`config.mk`:
```
export PLATFORM = sky130hd
export DESIGN_NAME = io_port_unit
export DESIGN_NICKNAME = d
export VERILOG_FILES = /design/src/rtl/io_port_unit.sv
export SDC_FILE = /design/constraint.sdc
export NUM_CORES = 1
export LEC_CHECK = 0
export CAP_MARGIN = 10
export CORE_MARGIN = 3
export CORE_UTILIZATION = 51
export CTS_CLUSTER_SIZE = 30
export DETAILED_ROUTE_END_ITERATION = 8
export GPL_TIMING_DRIVEN = 0
export HOLD_SLACK_MARGIN = 0.05
export PLACE_DENSITY = 0.79
export SLEW_MARGIN = 20
export SYNTH_ARGS = -nofsm -noshare
export SYNTH_HDL_FRONTEND = slang
export SYNTH_SLANG_ARGS = --single-unit
```
`constraint.sdc`:
```
create_clock -name clk -period 2 [get_ports clk]
set_input_delay 0.4 -clock clk [delete_from_list [all_inputs] [get_ports clk]]
set_output_delay 0.4 -clock clk [all_outputs]
set_load 0.005 [all_outputs]
```
`src/rtl/io_port_unit.sv`:
```
// io_port_unit: peripheral I/O stage behind the CPU core.
//   ROM I/O ports (WRR write / RDR read) are selected by SRC[7:4].
//   RAM output ports (WMP) are selected by {bankSel[1:0], SRC[7:6]} % RAM_PORTS.
//   Each external ROM input nibble is synchronised and debounced before it
//   can be read.
// Ports:
//   clk, rstN          clock, async active-low reset
//   srcWe, srcData     one-clock strobe that loads SRC from the register pair
//   bankSel            current DCL bank (only [1:0] selects a RAM port)
//   accIn              ACC value written by WRR/WMP
//   ioWe, ioRe, ioSel  I/O write/read strobes; ioSel 0 = ROM port, 1 = RAM port
//   romPortIn          raw external pins, port k at [4k+3:4k]
//   romPortOut         ROM port output latches
//   ramPortOut         RAM port output latches
//   romIoDataOut       read nibble to the ALU mux (1-cycle latency, held)
//   portErr            one-clock pulse per access to an unimplemented ROM port

// Per-nibble input conditioner: 2-flop synchroniser plus debounce FSM.
module io_debounce #(
    parameter int DEBOUNCE_CYCLES = 8
) (
    input  logic       clk,
    input  logic       rstN,
    input  logic [3:0] pin,
    output logic [3:0] value
);
    localparam int CW = $clog2(DEBOUNCE_CYCLES);
    localparam logic [CW-1:0] CNT_LAST = CW'(DEBOUNCE_CYCLES - 1);

    typedef enum logic {STABLE, COUNTING} state_t;

    logic [3:0]    sync1, sync2;
    logic [3:0]    deb_q, deb_d;
    logic [CW-1:0] cnt_q, cnt_d;
    state_t        state_q, state_d;

    always_ff @(posedge clk or negedge rstN) begin
        if (!rstN) begin
            sync1   <= '0;
            sync2   <= '0;
            deb_q   <= '0;
            cnt_q   <= '0;
            state_q <= STABLE;
        end else begin
            sync1   <= pin;
            sync2   <= sync1;
            deb_q   <= deb_d;
            cnt_q   <= cnt_d;
            state_q <= state_d;
        end
    end

    // The counter tracks how many consecutive samples have disagreed with
    // the accepted value; any disagreeing value keeps it running, and the
    // value present at the final sample is the one accepted.
    always_comb begin
        state_d = state_q;
        cnt_d   = cnt_q;
        deb_d   = deb_q;
        case (state_q)
            STABLE: begin
                if (sync2 != deb_q) begin
                    state_d = COUNTING;
                    cnt_d   = CW'(1);
                end else begin
                    cnt_d   = '0;
                end
            end
            COUNTING: begin
                if (sync2 == deb_q) begin
                    state_d = STABLE;
                    cnt_d   = '0;
                end else if (cnt_q == CNT_LAST) begin
                    deb_d   = sync2;
                    state_d = STABLE;
                    cnt_d   = '0;
                end else begin
                    cnt_d   = cnt_q + CW'(1);
                end
            end
        endcase
    end

    assign value = deb_q;
endmodule

module io_port_unit #(
    parameter int ROM_PORTS       = 4,
    parameter int RAM_PORTS       = 4,
    parameter int DEBOUNCE_CYCLES = 8
) (
    input  logic                   clk,
    input  logic                   rstN,
    input  logic                   srcWe,
    input  logic [7:0]             srcData,
    input  logic [3:0]             bankSel,
    input  logic [3:0]             accIn,
    input  logic                   ioWe,
    input  logic                   ioRe,
    input  logic                   ioSel,
    input  logic [4*ROM_PORTS-1:0] romPortIn,
    output logic [4*ROM_PORTS-1:0] romPortOut,
    output logic [4*RAM_PORTS-1:0] ramPortOut,
    output logic [3:0]             romIoDataOut,
    output logic                   portErr
);
    localparam logic [4:0] ROM_LIM = 5'(ROM_PORTS);

    logic [7:0]                  src;
    logic [3:0]                  port_k;
    logic                        rom_hit;
    logic [3:0]                  ram_key;
    logic [31:0]                 ram_idx;
    logic [ROM_PORTS-1:0][3:0]   deb;
    logic [ROM_PORTS-1:0][3:0]   rom_q;
    logic [RAM_PORTS-1:0][3:0]   ram_q;
    logic [3:0]                  rd_val;
    logic [3:0]                  rd_q;
    logic                        err_q;
    logic                        unused_bits;

    // Accesses decode from the registered SRC, so an srcWe at the same edge
    // only affects the following access.
    assign port_k  = src[7:4];
    assign rom_hit = {1'b0, port_k} < ROM_LIM;
    assign ram_key = {bankSel[1:0], src[7:6]};
    assign ram_idx = 32'(ram_key) % RAM_PORTS;

    // Only parts of SRC and bankSel take part in port selection.
    assign unused_bits = ^{bankSel[3:2], src[3:0]};

    for (genvar g = 0; g < ROM_PORTS; g++) begin : g_in
        io_debounce #(.DEBOUNCE_CYCLES(DEBOUNCE_CYCLES)) u_deb (
            .clk   (clk),
            .rstN  (rstN),
            .pin   (romPortIn[4*g +: 4]),
            .value (deb[g])
        );
    end

    always_comb begin
        rd_val = '0;
        for (int i = 0; i < ROM_PORTS; i++) begin
            if (port_k == 4'(i)) rd_val = deb[i];
        end
    end

    always_ff @(posedge clk or negedge rstN) begin
        if (!rstN) begin
            src   <= '0;
            rom_q <= '0;
            ram_q <= '0;
            rd_q  <= '0;
            err_q <= 1'b0;
        end else begin
            if (srcWe) src <= srcData;
            if (ioWe && !ioSel && rom_hit) begin
                for (int i = 0; i < ROM_PORTS; i++) begin
                    if (port_k == 4'(i)) rom_q[i] <= accIn;
                end
            end
            if (ioWe && ioSel) begin
                for (int i = 0; i < RAM_PORTS; i++) begin
                    if (ram_idx == 32'(i)) ram_q[i] <= accIn;
                end
            end
            // Registered every clock, so each bad strobe gives exactly one
            // high cycle and back-to-back bad strobes keep it high.
            err_q <= (ioWe || ioRe) && !ioSel && !rom_hit;
            // Reserved RAM-side read and unimplemented ports both return 0.
            if (ioRe) rd_q <= (ioSel || !rom_hit) ? 4'h0 : rd_val;
        end
    end

    assign romPortOut   = rom_q;
    assign ramPortOut   = ram_q;
    assign romIoDataOut = rd_q;
    assign portErr      = err_q;
endmodule
```
Word level (Yosys, flattened, before mapping). Index checks and enable logic that the tools add are counted.

Output and inout bits: 37. Word-level logic and storage cells: 122. Input bits: 38. Flip-flop bits (word level): 109.

Equal/unequal tests: 18. Muxes and demuxes: 37. Reductions and logical operators: 23. Bitwise logic cells: 8. Add/subtract/negate cells: 4. Magnitude comparators: 1.

Operators by type and width (number): $logic_not 32->1 (1); $mux 3 (8); $pmux 3 s2 (4); $mux 4 (5); $eq 4x4->1 (4); $mux 1 (16); $ne 4x4->1 (4); $reduce_and 2->1 (8); $add 3x1->3 const B (4); $eq 3x3->1 const B (4); $reduce_and 3->1 (4); $eq 4x2->1 const B (2); $not 1->1 (8); $pmux 1 s2 (4); $logic_and 1x1->1 (5); $eq 2x2->1 const B (2); $eq 4x1->1 const B (1); $logic_not 4->1 (1); $lt 4x3->1 const B (1); $eq 2x1->1 const B (1); $logic_not 1->1 (2); $logic_or 1x1->1 (2).

Depth between registers and ports, before layout. Gate-level depths: netlist of the first run.

Depth after elaboration: 6. Mapped depth: 5. Depth with buffers taken out: 4.

Hierarchy. A second synthesis of the first run with hierarchy kept.

Cell total of the unflattened synthesis: 258. Area, all modules: 4103.9 um^2.

By module, submodules not included: io_debounce (area each 590.6 um^2, cells an instance 35, times used 4, seq. area each 400.4 um^2); io_port_unit (area each 1741.7 um^2, cells an instance 118, times used 1, seq. area each 1026.0 um^2).

Worst setup path before layout of the first run. No wires, ideal clock.

Path type: reg2reg. Start: register src[7]. End: register rom_q, in the netlist romPortOut[0]. Cell stages (with the launch flop): 5. Path slack: 452 ps. Period minus slack after synthesis: 1548 ps. Arrival time: 1423 ps. Buffers on the path: 1. Cells stage by stage: dfrtp_1 > buf_6 > nor4b_4 > nor3b_4 > mux2_2.

Cells in the longest elaborated chain, start to end: 3. Elaborated cells between the ends (all ways): 4.

Ends and longest elaborated chain: from (decl) (line 109) `logic [7:0] src;`; from (signal assigned) (line 156) `if (srcWe) src <= srcData;`; $lt 4x3->1 (line 125) `assign rom_hit = {1'b0, port_k} < ROM_LIM;`; $logic_and 1x1->1 (line 157) `if (ioWe && !ioSel && rom_hit) begin`; $reduce_and 2->1 (no line) *; to (signal, indexed assignment) (line 159) `if (port_k == 4'(i)) rom_q[i] <= accIn;`; to (decl) (line 115) `logic [ROM_PORTS-1:0][3:0] rom_q;`.

Mark *: on every way between the ends. The rest lies on a longest branch, timed or not. A chain may end at the register's enable or synchronous reset.

Worst setup path in the final report of the first run.
Start: input ioWe. End: register rom_q, in the netlist romPortOut[0].

Cells in the longest elaborated chain, start to end: 3.

Ends and longest elaborated chain: from (decl) (line 98) `input logic ioWe,`; $logic_and 1x1->1 (2 in series) (line 157); $reduce_and 2->1 (no line).

No other way between the ends.

==> results of run 1 <==
==> cell type report <==
cell class | instances | share of cell area
sequential | 105 | 0.525
multi-input combinational | 138 | 0.254
timing repair buffer | 68 | 0.140
clock buffer | 10 | 0.0255
tap | 99 | 0.0248
clock inverter | 5 | 0.0208
buffer | 5 | 0.00725
inverter | 4 | 0.00300
==> per-layer routing <==
metal,vias to the layer above,track usage,wire length (microns)
met5,-,0,0
met4,0,0.0493,111
met3,10,0.0938,636
met2,66,0.266,3180
met1,1149,0.220,3010
li1,1062,-,-
==> through the flow <==
step	instances	total power, mW	util	TNS [ns]	cell area [sq um]
after detailed placement	418	4.87	0.646	-1.65	4760
after global routing	434	6.74	0.679	0	5000
after global placement	417	4.78	0.642	-343.16	4730
final	434	6.32	0.679	0	5000
after CTS	434	6.41	0.679	0	5000
after floorplan	252	4.06	-	0	3950
==> worst max-delay path, stage by stage <==
cell and delay (ns):
clkdlybuf4s50_1 0.58, nor4b_4 0.33, nor3b_4 0.34, mux2_2 0.37
==> layout by cell type (no fill, tap or decap), types with 2 or more instances in the layout <==
cell / n
buf_2: 2
dfrtp_1: 105
buf_6: 2
xnor2_1: 16
nand2_1: 6
ha_1: 8
o22ai_1: 7
and3_1: 9
o21ai_0: 4
mux2_2: 55
clkbuf_8: 9
nor2_1: 5
nand4_1: 5
a21oi_1: 4
clkdlybuf4s50_1: 65
nand4b_1: 2
nand3b_1: 2
inv_1: 4
bufinv_16: 3
buf_4: 2
o21a_1: 4
and4_1: 4
==> what timing repair did <==
item | 4_1_cts | 5_1_grt
hold buffers | 1 | 0
endpoints found under the hold margin | 53 | 0
resized for setup | 0 | 0
==> cells in the mapped netlist <==
cell type / instances
buf_6: 1
or4bb_1: 1
nor3_1: 1
nor4b_4: 1
mux2_2: 55
xnor2_1: 16
a21oi_1: 4
nand4b_1: 2
dfrtp_1: 105
o22ai_1: 7
nor2_1: 5
or4b_1: 1
inv_1: 4
nand3b_1: 2
o21ai_0: 4
mux4_2: 1
buf_4: 2
o21a_1: 4
nor3b_4: 1
and4_1: 4
nand4_1: 5
nand2_1: 6
and3_1: 9
buf_2: 2
ha_1: 8
nor4b_1: 1
==> kinds of logic (layout without fill, tap and decap cells) <==
family                   count (synthesis)  after routing  synth area share
AO/OA/AOI/OAI                           19             19            0.0288
XOR/XNOR                                16             16            0.0355
adder cells (fa/ha/maj)                  8              8            0.0253
buffers and inverters                    9             92            0.0130
flip-flops                             105            105             0.665
multiplexers                            56             56             0.163
AND/OR/NAND/NOR                         39             39            0.0694
==> state kept, by name, summed over array words and instances (netlist names) <==
signal,flops
g_in.u_deb.sync1,16
g_in.u_deb.sync2,16
g_in.u_deb.cnt_q,12
g_in.u_deb.value,16
ramPortOut,16
romPortOut,16
src,4
g_in.u_deb.state_q,4
portErr,1
romIoDataOut,4
==> where the power goes <==
group | switching, mW | internal, mW | total, mW | leakage (nW)
combinational | 0.609 | 1.13 | 1.74 | 0.777
sequential | 0.377 | 2.71 | 3.09 | 1.26
clock | 0.668 | 0.827 | 1.50 | 0.117
==> worst paths after layout <==
check,end,slack (ns),cells after the start
min reg2reg,g_in[3].u_deb.sync2[2],0.35,0
max,romPortOut[0],0.23,4
max in group asynchronous,g_in[3].u_deb.value[3],0.84,3
min,g_in[3].u_deb.sync2[2],0.35,0
max reg2reg,romPortOut[0],0.29,4
min in group asynchronous,g_in[0].u_deb.sync2[0],0.55,2
==> run summary, run 1 <==
Vias: 2287
WL/cell: 16.0 microns
Worst-path clk slew: 0.09 ns
H-tree Lvls: 3
Cell Area, Synth: 3950 sq um
Clock skew: 0.0140 ns
Die Width: 94.0 microns
Max Fclk: 0.565 GHz
Yosys cell types: 26
Number of top-level pins: 75
Die ar.: 8830 sq um
Floorplan row count: 31
Final worst slack: 0.230 ns
Mapped Nets: 298
Startpoint types: input port
Status: completed
Area Growth Syn to Fin: 26.7%
Drt pass-1 iters: 4
Min-Delay Path Class: reg -> reg
Peak supply drop: 0.000684 V
Global-route wire length before repair: 11600 microns
Slew Limit Fails: 0
Unrepaired setup endpoints after global routing: false
Max-Cap Viols: 0
Max clock buf depth: 2
Max_slew headroom: 0.544
CP arrival: 2.02 ns
# nets final: 377
DIE HEIGHT: 94.0 microns
Post-route antenna net violation count: 0
Crit end category: flip-flop
Initial DRC Count: 57
Final GP Congestion: 0.736
Register area: 2630 sq um
Multi-input gate area: 1270 sq um
Inserted Clock Buffers: 9
Worst Hold Slack: 0.353 ns
DPL Wire Length: 4880 microns
Starting density of the core: 0.536
Final min period: 1.77 ns
DRC errors left: 0
Share of layout cells above drive strength 1: 0.236
Clock sinks: 105
Measured slew at the worst slew-check pin: 0.674 ns
Fillers: 532
Number of synthesis warnings: 0
Post-synth top area share: 0.665
Hold_sp: g_in[3].u_deb.sync1[2]
Fin. Hold Viols: 0
PwrDens: 1260 nW/um^2
Synth Area per Inst: 15.7 sq um
Max FO, Critical Path: 6
WL final: 6950 microns
GR Util All Layers: 0.176
Worst EP required: 2.25 ns
Core ar.: 7370 sq um
Worst-Skew Late Latency: 0.36 ns
Leakage: 2.15 nW
Initial antenna violation count: 0
Yosys reg bits: 105
Reg2reg start: src[6]
Root Buffer: clkbuf_8
GRT overflow: 0
Number of global-route vias before repair: 2381
Worst setup path category: in -> reg
CTS tree: built
Post-route clock period utilization: 0.885
Top cells by area, synth: dfrtp_1 67%, mux2_2 16%, xnor2_1 3.5%, ha_1 2.5%, and3_1 1.4%
Largest net degree at the start of global routing: 55
PortBufs: 66
Post-Syn Instances: 252
Seq/Total Area, Yosys: 0.665
Crit path from: ioWe
Leading area contributor after synthesis: dfrtp_1
Via density: 5.27
# diodes: 0
Placement Setup Slack: -0.154 ns
Post CTS Setup Buffer Count: 0
Final setup violation count: 0
(Power assumes the default switching activity.)
==> run 2, diff against run 1 <==
- CELL_PAD_IN_SITES_DETAIL_PLACEMENT: unset -> 0
- CELL_PAD_IN_SITES_GLOBAL_PLACEMENT: unset -> 1
- CORE_ASPECT_RATIO: unset -> 0.8
- CORE_UTILIZATION: 51 -> 44
- CTS_BUF_LIST: unset -> sky130_fd_sc_hd__clkbuf_8
- PLACE_DENSITY: 0.79 -> unset
- PLACE_DENSITY_LB_ADDON: unset -> 0.1
==> run summary, run 2 (synthesis results as in run 1) <==
WL/cell: 15.5 microns
# diodes: 0
Max clock buf depth: 2
PwrDens: 1240 nW/um^2
Die ar.: 10200 sq um
Unrepaired setup endpoints after global routing: false
Leakage: 2.15 nW
WL final: 6940 microns
Global-route wire length before repair: 12100 microns
Worst EP required: 2.25 ns
Number of global-route vias before repair: 2358
Clock skew: 0.00613 ns
Via density: 4.96
Inserted Clock Buffers: 9
Vias: 2217
R2R Path End: romPortOut[1]
Worst-Skew Late Latency: 0.35 ns
Hold_sp: g_in[0].u_deb.sync1[0]
# nets final: 377
PortBufs: 66
Peak supply drop: 0.000549 V
Crit path from: ioSel
Status: completed
Crit end category: flip-flop
Reg2Reg Depth: 4
Die Width: 112 microns
Worst setup path category: in -> reg
Post-route antenna net violation count: 0
Floorplan row count: 30
Core ar.: 8600 sq um
Most frequent cells in the layout: 105 x dfrtp_1, 65 x clkdlybuf4s50_1, 55 x mux2_2, 16 x xnor2_1, 11 x clkbuf_8
Min-Delay Path Class: reg -> reg
Reg2reg start: src[6]
Worst-path clk slew: 0.09 ns
Max FO, Critical Path: 7
GRT overflow: 0
CTS tree: built
Initial antenna violation count: 0
Measured slew at the worst slew-check pin: 0.558 ns
GR Util All Layers: 0.151
Max_slew headroom: 0.622
Final min period: 1.78 ns
Largest net degree at the start of global routing: 55
Final setup violation count: 0
Post-route clock period utilization: 0.889
Worst setup path end: romPortOut[1]
Reg2Reg Setup Slack: 0.30 ns
Clock sinks: 105
Fin. Hold Viols: 0
Most common cell after layout, fill and taps aside: dfrtp_1
Slew Limit Fails: 0
Starting density of the core: 0.459
Initial DRC Count: 71
Share of layout cells above drive strength 1: 0.239
H-tree Lvls: 3
Root Buffer: clkbuf_8
DRC errors left: 0
Drt pass-1 iters: 4
DIE HEIGHT: 90.7 microns
Post CTS Setup Buffer Count: 0
Max-Cap Viols: 0
Number of top-level pins: 75
Worst Hold Slack: 0.354 ns
Design Power: 6.23 mW
CP arrival: 2.02 ns
Area Growth Syn to Fin: 27.0%
Max Fclk: 0.563 GHz
DPL Wire Length: 4970 microns
Final GP Congestion: 0.746
Startpoint types: input port
## run 2: repair_timing
item,CTS,global route
hold endpoints to repair,51,0
setup endpoints to repair,0,0
gates resized for setup,0,0
hold buffers,1,0
## run 2: power breakdown
| group | internal (mW) | switching (mW) | total, mW |
|---|---|---|---|
| sequential | 2.71 | 0.379 | 3.09 |
| clock | 0.769 | 0.668 | 1.44 |
| combinational | 1.12 | 0.589 | 1.71 |
| total | 4.60 | 1.64 | 6.23 |
## run 2: worst min path at each step
stage | endpoint | slack (ns) | cells after the start
after global routing | g_in[1].u_deb.sync2[1] | 0.36 | 0
after detailed placement | g_in[0].u_deb.sync2[0] | 0.33 | 0
after floorplan | g_in[0].u_deb.cnt_q[0] | 0.10 | 0
after CTS | g_in[0].u_deb.sync2[3] | 0.36 | 0
final | g_in[0].u_deb.sync2[0] | 0.35 | 0
after global placement | g_in[1].u_deb.sync2[0] | 0.33 | 0
## run 2: layout make-up
class / instances / area, sq um
multi-input cells: 138 / 1270
fillers: 677 / 3580
repair buffers: 68 / 699
plain buffers: 5 / 36.3
clock buffers: 11 / 151
flip-flops and latches: 105 / 2630
inverters: 4 / 15.0
clock inverters: 4 / 76.3
well taps: 112 / 140
## run 2: through the flow
| stage | cell area, sq um | setup WS (ns) | TNS [ns] | util | cells |
|---|---|---|---|---|---|
| floorplan | 3950 | 0.452 | 0 | - | 252 |
| global placement | 4750 | -3.40 | -357.63 | 0.553 | 430 |
| detailed placement | 4780 | -0.179 | -1.66 | 0.556 | 431 |
| CTS | 5020 | 0.211 | 0 | 0.584 | 447 |
| global route | 5020 | 0.101 | 0 | 0.584 | 447 |
| finish | 5020 | 0.222 | 0 | 0.584 | 447 |
## run 2: worst max-delay path, cell delays in order
cell             delay [ns]
clkdlybuf4s50_1        0.55
nor4b_4                0.35
nor3b_4                0.35
mux2_2                 0.37
## run 2: routing by layer
metal / track usage / wire length, microns / part of all wire
met5: 0 / 0 / 0
met4: 0.0426 / 75 / 0.011
met3: 0.0516 / 253 / 0.036
met2: 0.215 / 3070 / 0.44
met1: 0.221 / 3540 / 0.51
